### src/rtl/sn74121_pkg.sv
// rtl/sn74121_pkg.sv - shared types and constants for the sn74121 monostable model.
package sn74121_pkg;

  typedef enum logic [1:0] {
    IDLE,
    PULSE,
    RECOVER
  } state_e;

  localparam int   SYNC_STAGES = 2;
  localparam logic T_PREV_RST  = 1'b1;

  function automatic int max_int(input int a, input int b);
    return (a > b) ? a : b;
  endfunction

endpackage

### src/rtl/sn74121_if.sv
// rtl/sn74121_if.sv - trigger pins and pulse outputs of one sn74121 stage.
interface sn74121_if;

  logic a1_n;
  logic a2_n;
  logic b;
  logic q;
  logic q_n;

  modport master (output a1_n, a2_n, b, input q, q_n);
  modport slave  (input a1_n, a2_n, b, output q, q_n);

endinterface

### src/rtl/sn74121_sync_edge.sv
// rtl/sn74121_sync_edge.sv - 2-flop synchroniser plus one registered previous value.
module sync_edge
  import sn74121_pkg::*;
#(
  parameter logic PREV_RST = 1'b0
) (
  input  logic clk_i,
  input  logic rst_i,
  input  logic d_i,
  output logic sync_o,
  output logic prev_o
);

  logic [SYNC_STAGES-1:0] sync_q;
  logic                   prev_q;

  always_ff @(posedge clk_i) begin
    if (rst_i) begin
      sync_q <= '0;
      prev_q <= PREV_RST;
    end else begin
      sync_q <= {sync_q[SYNC_STAGES-2:0], d_i};
      prev_q <= sync_q[SYNC_STAGES-1];
    end
  end

  assign sync_o = sync_q[SYNC_STAGES-1];
  assign prev_o = prev_q;

endmodule

### src/rtl/sn74121.sv
// rtl/sn74121.sv - synchronous SN74121 one-shot; SN74121_RETRIG_EN selects retriggerable mode.
module sn74121
  import sn74121_pkg::*;
#(
  parameter int PULSE_CYCLES   = 20,
  parameter int RECOVER_CYCLES = 2
) (
  input  logic       mclk,
  input  logic       mrst,
  sn74121_if.slave   bus
);

  localparam int             CW           = $clog2(max_int(PULSE_CYCLES, RECOVER_CYCLES) + 1);
  localparam logic [CW-1:0]  PULSE_LOAD   = CW'(PULSE_CYCLES - 1);
  localparam logic [CW-1:0]  RECOVER_LOAD = (RECOVER_CYCLES > 0) ? CW'(RECOVER_CYCLES - 1) : '0;
  localparam logic [CW-1:0]  CNT_ONE      = CW'(1);

  logic a1s_n, a2s_n, bs;
  logic a1p_n, a2p_n, bp;

  // Previous-value flops reset so that t_prev (their decoded level) comes out of reset as T_PREV_RST.
  sync_edge #(.PREV_RST(~T_PREV_RST)) u_sync_a1 (
    .clk_i  (mclk),
    .rst_i  (mrst),
    .d_i    (bus.a1_n),
    .sync_o (a1s_n),
    .prev_o (a1p_n)
  );

  sync_edge #(.PREV_RST(~T_PREV_RST)) u_sync_a2 (
    .clk_i  (mclk),
    .rst_i  (mrst),
    .d_i    (bus.a2_n),
    .sync_o (a2s_n),
    .prev_o (a2p_n)
  );

  sync_edge #(.PREV_RST(T_PREV_RST)) u_sync_b (
    .clk_i  (mclk),
    .rst_i  (mrst),
    .d_i    (bus.b),
    .sync_o (bs),
    .prev_o (bp)
  );

  logic trig_lvl;
  logic t_prev;
  logic trig_evt;

  assign trig_lvl = (~a1s_n | ~a2s_n) & bs;
  assign t_prev   = (~a1p_n | ~a2p_n) & bp;
  assign trig_evt = trig_lvl & ~t_prev;

  state_e        state_q, state_d;
  logic [CW-1:0] cnt_q, cnt_d;
  logic          q_q, q_d;
  logic          q_n_q;

  always_ff @(posedge mclk) begin
    if (mrst) begin
      state_q <= IDLE;
      cnt_q   <= '0;
      q_q     <= 1'b0;
      q_n_q   <= 1'b1;
    end else begin
      state_q <= state_d;
      cnt_q   <= cnt_d;
      q_q     <= q_d;
      q_n_q   <= ~q_d;
    end
  end

  always_comb begin
    state_d = state_q;
    cnt_d   = cnt_q;
    q_d     = q_q;
    case (state_q)
      IDLE: begin
        if (trig_evt) begin
          cnt_d   = PULSE_LOAD;
          q_d     = 1'b1;
          state_d = PULSE;
        end
      end
      PULSE: begin
`ifdef SN74121_RETRIG_EN
        if (trig_evt) begin
          cnt_d = PULSE_LOAD;
        end else
`endif
        if (cnt_q == '0) begin
          q_d = 1'b0;
          if (RECOVER_CYCLES == 0) begin
            state_d = IDLE;
          end else begin
            cnt_d   = RECOVER_LOAD;
            state_d = RECOVER;
          end
        end else begin
          cnt_d = cnt_q - CNT_ONE;
        end
      end
      RECOVER: begin
        if (cnt_q == '0) begin
          state_d = IDLE;
        end else begin
          cnt_d = cnt_q - CNT_ONE;
        end
      end
      default: state_d = IDLE;
    endcase
  end

  assign bus.q   = q_q;
  assign bus.q_n = q_n_q;

endmodule

### src/flat_wrapper.sv
// flat-port wrapper written by rule: the top's interface ports become plain ports
module sn74121_flat import sn74121_pkg::*;
#(
  parameter int PULSE_CYCLES   = 20,
  parameter int RECOVER_CYCLES = 2
)
  (mclk, mrst, bus_a1_n, bus_a2_n, bus_b, bus_q, bus_q_n);
  sn74121_if bus_i ();
  input  logic mclk;
  input  logic mrst;
  input wire logic [$bits(bus_i.a1_n)-1:0] bus_a1_n;
  input wire logic [$bits(bus_i.a2_n)-1:0] bus_a2_n;
  input wire logic [$bits(bus_i.b)-1:0] bus_b;
  output wire logic [$bits(bus_i.q)-1:0] bus_q;
  output wire logic [$bits(bus_i.q_n)-1:0] bus_q_n;
  assign bus_i.a1_n = bus_a1_n;
  assign bus_i.a2_n = bus_a2_n;
  assign bus_i.b = bus_b;
  assign bus_q = bus_i.q;
  assign bus_q_n = bus_i.q_n;
  sn74121 #(.PULSE_CYCLES(PULSE_CYCLES), .RECOVER_CYCLES(RECOVER_CYCLES)) u_core (.mclk(mclk), .mrst(mrst), .bus(bus_i));
endmodule
### config.mk
export PLATFORM = sky130hd
export DESIGN_NAME = sn74121_flat
export DESIGN_NICKNAME = d
export VERILOG_FILES = /design/src/rtl/sn74121_pkg.sv /design/src/rtl/sn74121_if.sv /design/src/rtl/sn74121_sync_edge.sv /design/src/rtl/sn74121.sv /design/src/flat_wrapper.sv
export SDC_FILE = /design/constraint.sdc
export NUM_CORES = 1
export LEC_CHECK = 0
export BUFFER_PORTS_ARGS = -buffer_cell sky130_fd_sc_hd__clkbuf_2
export CORE_MARGIN = 1.5
export CORE_UTILIZATION = 36
export DETAILED_ROUTE_END_ITERATION = 12
export SLEW_MARGIN = 20
export SYNTH_ARGS = -nofsm -noshare
export SYNTH_HDL_FRONTEND = slang
export SYNTH_SLANG_ARGS = --single-unit
### constraint.sdc
create_clock -name mclk -period 2.1 [get_ports mclk]
set_clock_uncertainty 0.05 [all_clocks]
set_input_delay 0.105 -clock mclk [delete_from_list [all_inputs] [get_ports mclk]]
set_output_delay 0.105 -clock mclk [all_outputs]
set_load 0.005 [all_outputs]
=== Yosys cells after proc, flatten, opt, wreduce, memory -nomap -nowiden ===
Cells that the tools add are included.

* Flip-flop bits (word level): 18
* Bits of input ports: 5

* Add/subtract/negate cells: 1
* Equal/unequal tests: 6
* Mux-type cells: 11
* Bitwise operators: 11
* Reduce and logical (&&, ||, !) cells: 5

{| class="wikitable"
|+ Operators with widths
! kind !! count
|-
| 5-bit 2-to-1 mux || 3
|-
| 5-bit one-hot mux with 3 select lines || 1
|-
| 2-bit 2-to-1 mux || 3
|-
| 2-bit by 1-bit inequality test with 1-bit output (second input constant) || 3
|-
| 1-bit inverter || 6
|-
| 2-bit one-hot mux with 3 select lines || 1
|-
| 3-bit AND reduction || 2
|-
| 5-bit logical NOT || 1
|-
| 5-bit by 1-bit subtractor with 5-bit output (second input constant) || 1
|-
| 1-bit bitwise AND || 3
|-
| 3-bit nonzero test || 1
|-
| 2-bit by 1-bit equality test with 1-bit output (second input constant) || 1
|-
| 2-bit equality test (second input constant) || 1
|-
| 2-bit logical NOT || 1
|-
| 1-bit 2-to-1 mux || 2
|-
| 2-bit inequality test (second input constant) || 1
|-
| 1-bit OR || 2
|-
| 1-bit one-hot mux with 2 select lines || 1
|}

=== Logic depth before layout (Yosys ltp) ===
Gate-level depths: netlist (run 1).

* Depth in word-level cells: 8
* Mapped depth: 7
* Mapped depth without buffers: 6

=== By module ===
Synthesis (run 1) repeated with hierarchy kept, for this count alone.

* Cells, all modules: 83
* Area total of the unflattened synthesis: 808.3 um2

{| class="wikitable"
|+ By module, submodules not included
! module !! times used !! cells each !! area an instance (um2) !! seq. area each (um2)
|-
| sn74121 || 1 || 65 || 566.8 || 180.2
|-
| sync_edge at u_core.u_sync_a1 ... || 2 || 6 || 78.8 || 60.1
|-
| sync_edge at u_core.u_sync_b || 1 || 6 || 83.8 || 60.1
|}

=== Worst setup path after synthesis (run 1) ===
OpenSTA, ideal clock, no wires.

* Kind: reg2reg
* Start point: register u_core.cnt_q[0]
* End point: register u_core.cnt_q[4]
* Library setup time: 0.074 ns
* Arrival: 1.469 ns
* Path slack: 0.506 ns
* Cell stages (with the launch flop): 7
* Path buffers: 0
* Clock period less this slack: 1.594 ns
* Cells stage by stage: dfxtp_1 > inv_1 > ha_1 > nor3b_1 > and3_1 > or4_1 > a31oi_1

* Longest elaborated chain between the ends: 3
* Elaborated cells on any way between the ends: 7
* Those cells by class: 1 x add/sub; 1 x eq/ne; 3 x mux; 2 x reduce/logical

{| class="wikitable"
|+ RTL lines
! item !! RTL line !! RTL
|-
| from (decl) || sn74121.sv:55 || <nowiki>logic [CW-1:0] cnt_q, cnt_d;</nowiki>
|-
| from (signal assigned) || sn74121.sv:67 || <nowiki>cnt_q <= cnt_d;</nowiki>
|-
| 5-bit by 1-bit subtractor with 5-bit output or 5-bit logical NOT (tied branches) || - ||
|-
| 5-bit 2-to-1 mux, or another cell as far along || sn74121.sv:104 || <nowiki>if (cnt_q == '0) begin</nowiki>
|-
| 5-bit one-hot mux with 3 select lines or 3-bit AND reduction (tied branches) || - ||
|}

Several ways; a longest one is shown, not always the timed one. The select of a mux whose other input is x is not followed.
A chain may end at the register's enable or synchronous reset.

=== Worst setup path in the final report (run 1) ===
Same ends and word-level chain as after synthesis.

==> flow_metrics.env, run 1 <==
export IMPL_grt_util_met2_pct=18.4
export IMPL_worstSetupEndpointType="register"
export IMPL_final_cells=127
export IMPL_grt_met3_usage_pct=2.05
export IMPL_cts_tree="built"
export IMPL_worstPathMaxFanout=5
export IMPL_drc_errors=0
export IMPL_die_w_microns=50.9
export IMPL_crit_type="reg2reg"
export IMPL_grt_max_degree=19
export IMPL_required_ns=2.29
export IMPL_ys_async_sr_fraction_pct=0
export IMPL_ys_top_cells_by_area="dfxtp_1 (44%), ha_1 (7.6%), nor2b_1 (6.8%), a21oi_1 (4.8%), inv_1 (2.7%)"
export IMPL_clk_pin_slew_ns=0.11
export IMPL_synth_edf_count=0
export IMPL_multi_input_area_sq_um=435
export IMPL_mostFrequentLayoutCell="dfxtp_1"
export IMPL_finalSetupViolCount=0
export IMPL_path_cells="inv_1 > ha_1 > nor3b_1 > and3_1 > or4_1 > a31oi_1"
export IMPL_regArea_sq_um=360
export IMPL_grt_pass1_wl_microns=2330
export IMPL_r2r_start="u_core.cnt_q[0]"
export IMPL_overflow=0
export IMPL_avgSynthCellArea_sq_um=9.38
export IMPL_area_growth_pct=15.0
export IMPL_max_stage_delay_ns=0.40
export IMPL_p_leak_nw=0.349
export IMPL_yosysTopAreaCellShare_pct=43.6
export IMPL_setup_tns_ns=0
export IMPL_syn_instance_count=88
export IMPL_grt_pass1_vias=553
export IMPL_cts_made_buffers=3
export IMPL_num_io_pins=7
export IMPL_netlist_area_sq_um=826
export IMPL_seq_area_frac_synth_pct=43.6
export IMPL_antenna_found_initial=0
export IMPL_tightest_slew_ns=0.395
export IMPL_hold_class="in2reg"
export IMPL_grt_busiest_layer="met2"
export IMPL_routed_via_count=653
export IMPL_drv_cap=0
export IMPL_p_per_area_nw_per_um2=686
export IMPL_viasPerCell=5.14
export IMPL_timing_slew_headroom_pct=73.6
export IMPL_final_hold_viol_count=0
export IMPL_die_h_microns=50.9
export IMPL_route_detailed_wl_per_inst_microns=10.9
export IMPL_fin_nets=110
export IMPL_fmax_mhz=584
export IMPL_first_pass_iters=4
export IMPL_period_share_pct=81.5
export IMPL_hold_path_end="u_core.cnt_q[3]"
export IMPL_hp_start="mrst"
export IMPL_dp_hpwl_microns=993
export IMPL_synth_fp_nets=98
export IMPL_start_util_pct=37.7
export IMPL_h_tree_depth=1
export IMPL_yosys_warnings=0
export IMPL_r2r_end="u_core.cnt_q[4]"
export IMPL_gp_congestion=0.821
export IMPL_power_w=0.000652
export IMPL_num_antenna_cells=0
export IMPL_drtIter0Drc=14
export IMPL_final_min_clock_period_ns=1.71
export IMPL_drv_slew=0
export IMPL_worst_r2r_setup_slack_ns=0.39
export IMPL_whs_ns=0.149
export IMPL_use_met1_pct=16.3
export IMPL_cts_sinks=18
export IMPL_mostFrequentLayoutCells="dfxtp_1 (18), nor2b_1 (9), a21oi_1 (8)"
export IMPL_r2r_cells=6
export IMPL_cts_buffer_depth=2
export IMPL_clk_latency_ns=0.30
export IMPL_dieArea_sq_um=2590
export IMPL_fin_util_pct=43.3
export IMPL_yosys_area_top_type="dfxtp_1"
export IMPL_status="complete, no violations"
export IMPL_synth_cell_types=34
export IMPL_ant_nets=0
export IMPL_grt_util_all_layers_pct=11.7
export IMPL_layout_drive_gt1_share_pct=15.2
export IMPL_worstHoldPathCells=2
export IMPL_rsz0062_at_grt="false"
export IMPL_rows=17
export IMPL_clock_tree_root_cell="clkbuf_4"
export IMPL_nFillCells=204
export IMPL_crit_path_start_kind="register"
export IMPL_routed_wl_microns=1390
export IMPL_slowest_stage="dfxtp_1"
export IMPL_synth_seq_cells=18
export IMPL_synthFlopType="dfxtp_1"
export IMPL_core_area_sq_um=2190
export IMPL_vdd_ir_drop_worst_mv=0.537
export IMPL_dp_cells=120
export IMPL_worstPathArrival_ns=1.90
export IMPL_portBuffers=6
cell usage after synthesis, types with 2 or more instances:
library cell / number
a21oi_1: 8
a31oi_1: 3
clkbuf_1: 2
dfxtp_1: 18
ha_1: 5
inv_1: 6
nand2_1: 4
nand4_1: 2
nor2_1: 3
nor2b_1: 9
o21ai_0: 4
o21ai_2: 2
worst max path at each step:
stage	to	slack, ns	startpoint
2_1_floorplan	u_core.cnt_q[4]	0.51	u_core.cnt_q[0]
3_3_place_gp	u_core.cnt_q[4]	0.46	u_core.cnt_q[0]
3_5_place_dp	u_core.cnt_q[4]	0.41	u_core.cnt_q[0]
4_1_cts	u_core.cnt_q[4]	0.38	u_core.cnt_q[0]
5_1_grt	u_core.cnt_q[4]	0.25	u_core.cnt_q[0]
6_report	u_core.cnt_q[4]	0.39	u_core.cnt_q[0]
routing by layer:
metal | share of wire, % | wire [microns] | vias to the layer above
met1 | 52 | 727 | 298
met3 | 2.7 | 38 | 2
li1 | - | - | 344
met2 | 43 | 603 | 9
met5 | 0 | 0 | -
met4 | 1.4 | 20 | 0
stage by stage:
stage	worst slack, ns	area (sq um)
final	0.388	950
after global routing	0.254	950
after CTS	0.385	950
after detailed placement	0.412	883
after global placement	0.457	883
after floorplan	0.506	826
cells by family (layout without fill, tap and decap cells):
group	Yosys count	after routing	synth area share, %
DFF	18	18	43.6
and+or+nand+nor	29	29	22.0
buffers and inverters	8	19	3.64
adders and majority gates	5	5	7.58
AOI/OAI and AO/OA	28	28	23.2
state kept, by name (all words and copies together) (netlist names), 2 cells and up, named ones only:
| name | cells |
|---|---|
| u_core.u_sync_a2.sync_q | 2 |
| u_core.state_q | 2 |
| u_core.u_sync_a1.sync_q | 2 |
| u_core.u_sync_b.sync_q | 2 |
| u_core.cnt_q | 5 |
area by class of cell:
| class | count | area share, % |
|---|---|---|
| Timing Repair Buffer | 9 | 6.32 |
| Tap cell | 28 | 3.69 |
| Multi-Input combinational cell | 62 | 45.8 |
| Clock buffer | 4 | 3.82 |
| Inverter | 6 | 2.37 |
| Sequential cell | 18 | 37.9 |
power breakdown:
group,leakage [nW],total [W],switching (W),internal [W]
Sequential,0.147,0.000362,0.00000738,0.000355
Clock,0.0210,0.000216,0.000110,0.000106
Combinational,0.180,0.0000737,0.0000371,0.0000366
timing repair:
action	in CTS	in global routing
hold buffers	3	0
resized for setup	0	0
endpoints found under the hold margin	3	0
buffers inserted	0	0
setup endpoints to repair	0	0
worst max-delay path, delay by kind of cell, from the launching register on:
kind	cells	cell delay, ns
AO/OA/AOI/OAI	1	0.16
adder cells (fa/ha/maj)	1	0.23
buffers and inverters	1	0.06
flip-flops	1	0.40
AND/OR/NAND/NOR	3	0.74
Note: power is estimated with default switching activity, not from simulation.
==> run 2: changes to the inputs <==
- clock period: 2.1 -> 1.8 ns (I/O delays scaled with it)
==> run 2 against run 1 <==
Compared with the run above: clock power increased by 14%; non-clock buffer count increased by 1; design area increased by 0.92%; critical endpoint is now u_core.cnt_q[0].
==> flow_metrics.env, run 2 (synthesis results as in run 1) <==
export IMPL_drv_cap=0
export IMPL_drv_slew=0
export IMPL_crit_type="reg2reg"
export IMPL_clk_pin_slew_ns=0.10
export IMPL_required_ns=1.95
export IMPL_h_tree_depth=1
export IMPL_start_util_pct=37.7
export IMPL_status="complete, no violations"
export IMPL_largest_reg_flops=5
export IMPL_final_hold_viol_count=0
export IMPL_first_pass_iters=4
export IMPL_fin_nets=111
export IMPL_overflow=0
export IMPL_timing_slew_headroom_pct=74.8
export IMPL_tightest_slew_ns=0.377
export IMPL_dp_cells=121
export IMPL_nFillCells=216
export IMPL_cts_buffer_depth=2
export IMPL_cts_tree="built"
export IMPL_grt_util_all_layers_pct=11.8
export IMPL_routed_via_count=680
export IMPL_grt_pass1_wl_microns=2280
export IMPL_dieArea_sq_um=2590
export IMPL_crit_path_start_kind="register"
export IMPL_mostFrequentLayoutCells="dfxtp_1 (17), nor2b_1 (9), a21oi_1 (8)"
export IMPL_portBuffers=6
export IMPL_grt_max_degree=19
export IMPL_final_cells=128
export IMPL_mostFrequentLayoutCell="dfxtp_1"
export IMPL_die_w_microns=50.9
export IMPL_drc_errors=0
export IMPL_cts_sinks=18
export IMPL_p_leak_nw=0.354
export IMPL_period_share_pct=94.0
export IMPL_setup_tns_ns=0
export IMPL_worstPathArrival_ns=1.85
export IMPL_place_ws_ns=0.103
export IMPL_vdd_ir_drop_worst_mv=0.490
export IMPL_clock_tree_root_cell="clkbuf_4"
export IMPL_worstSetupEndpointType="register"
export IMPL_fmax_mhz=591
export IMPL_grt_pass1_vias=558
export IMPL_core_area_sq_um=2190
export IMPL_rows=17
export IMPL_rsz0062_at_grt="false"
export IMPL_area_growth_pct=16.1
export IMPL_setup_slack_ns=0.107
export IMPL_ant_nets=0
export IMPL_final_min_clock_period_ns=1.69
export IMPL_num_io_pins=7
export IMPL_finalSetupViolCount=0
export IMPL_clk_latency_ns=0.29
export IMPL_worstPathMaxFanout=6
export IMPL_antenna_found_initial=0
export IMPL_die_h_microns=50.9
export IMPL_top_register="u_core.cnt_q"
export IMPL_power_w=0.000763
export IMPL_cts_made_buffers=3
export IMPL_layout_drive_gt1_share_pct=17.0
export IMPL_hold_class="in2reg"
export IMPL_route_detailed_wl_per_inst_microns=11.3
export IMPL_drtIter0Drc=9
export IMPL_p_per_area_nw_per_um2=796
export IMPL_viasPerCell=5.31
export IMPL_dp_hpwl_microns=1050
export IMPL_gp_congestion=0.812
export IMPL_post_cts_setup_buffers=0
export IMPL_num_antenna_cells=0
export IMPL_routed_wl_microns=1450
[run 2: changes by cell type in the layout (fill, tap and decap cells not counted)]
| cell | delta |
|---|---|
| buf_4 | +1 |
| dfxtp_1 | -1 |
| dfxtp_2 | +1 |
[run 2: through the flow]
step                area (sq um)  utilization, %  hold slack, ns
floorplan                    826               -           0.112
global placement             891            40.7           0.249
detailed placement           891            40.7           0.254
CTS                          957            43.7           0.144
global route                 958            43.7           0.172
finish                       958            43.7           0.158
[run 2: path summary, 6_finish.rpt]
path,start,to,slack (ns),cells past startpoint
hold reg to reg,u_core.u_sync_b.sync_q[1],u_core.u_sync_b.prev_o,0.38,1
setup reg to reg,u_core.cnt_q[1],u_core.cnt_q[0],0.11,6
hold / removal,mrst,u_core.cnt_q[4],0.16,2
setup / recovery,u_core.cnt_q[1],u_core.cnt_q[0],0.11,6
[run 2: per-layer routing]
layer	vias to the layer above	routed length, microns	GRT usage [%]
met1	320	708	15.8
met2	13	687	18.0
li1	345	-	-
met3	2	38	1.75
met5	-	0	0
met4	0	15	6.76
[run 2: layout make-up]
cell class                      count  area (sq um)  share of cell area (%)
Multi-Input combinational cell     62           435                    45.4
Sequential cell                    18           362                    37.7
Timing Repair Buffer               10          67.6                    7.05
Clock buffer                        4          36.3                    3.79
Tap cell                           28          35.0                    3.66
Inverter                            6          22.5                    2.35
[run 2: report_power, final]
part / switching [W] / internal (W) / leakage (nW)
registers: 0.00000894 / 0.000414 / 0.148
clock network: 0.000124 / 0.000123 / 0.0210
logic: 0.0000454 / 0.0000473 / 0.185
total: 0.000178 / 0.000585 / 0.354
[run 2: critical path, cell delays in order (launching register included)]
cell and delay [ns]:
dfxtp_1 0.38, inv_1 0.06, ha_1 0.21, nor3b_1 0.18, a31oi_2 0.35, a21oi_1 0.11
a311oi_1 0.25
[run 2: what timing repair did]
action / in CTS / in global routing
resized for setup: 0 / 1
endpoints found under the hold margin: 3 / 0
setup endpoints to repair: 0 / 2
hold buffers: 3 / 0
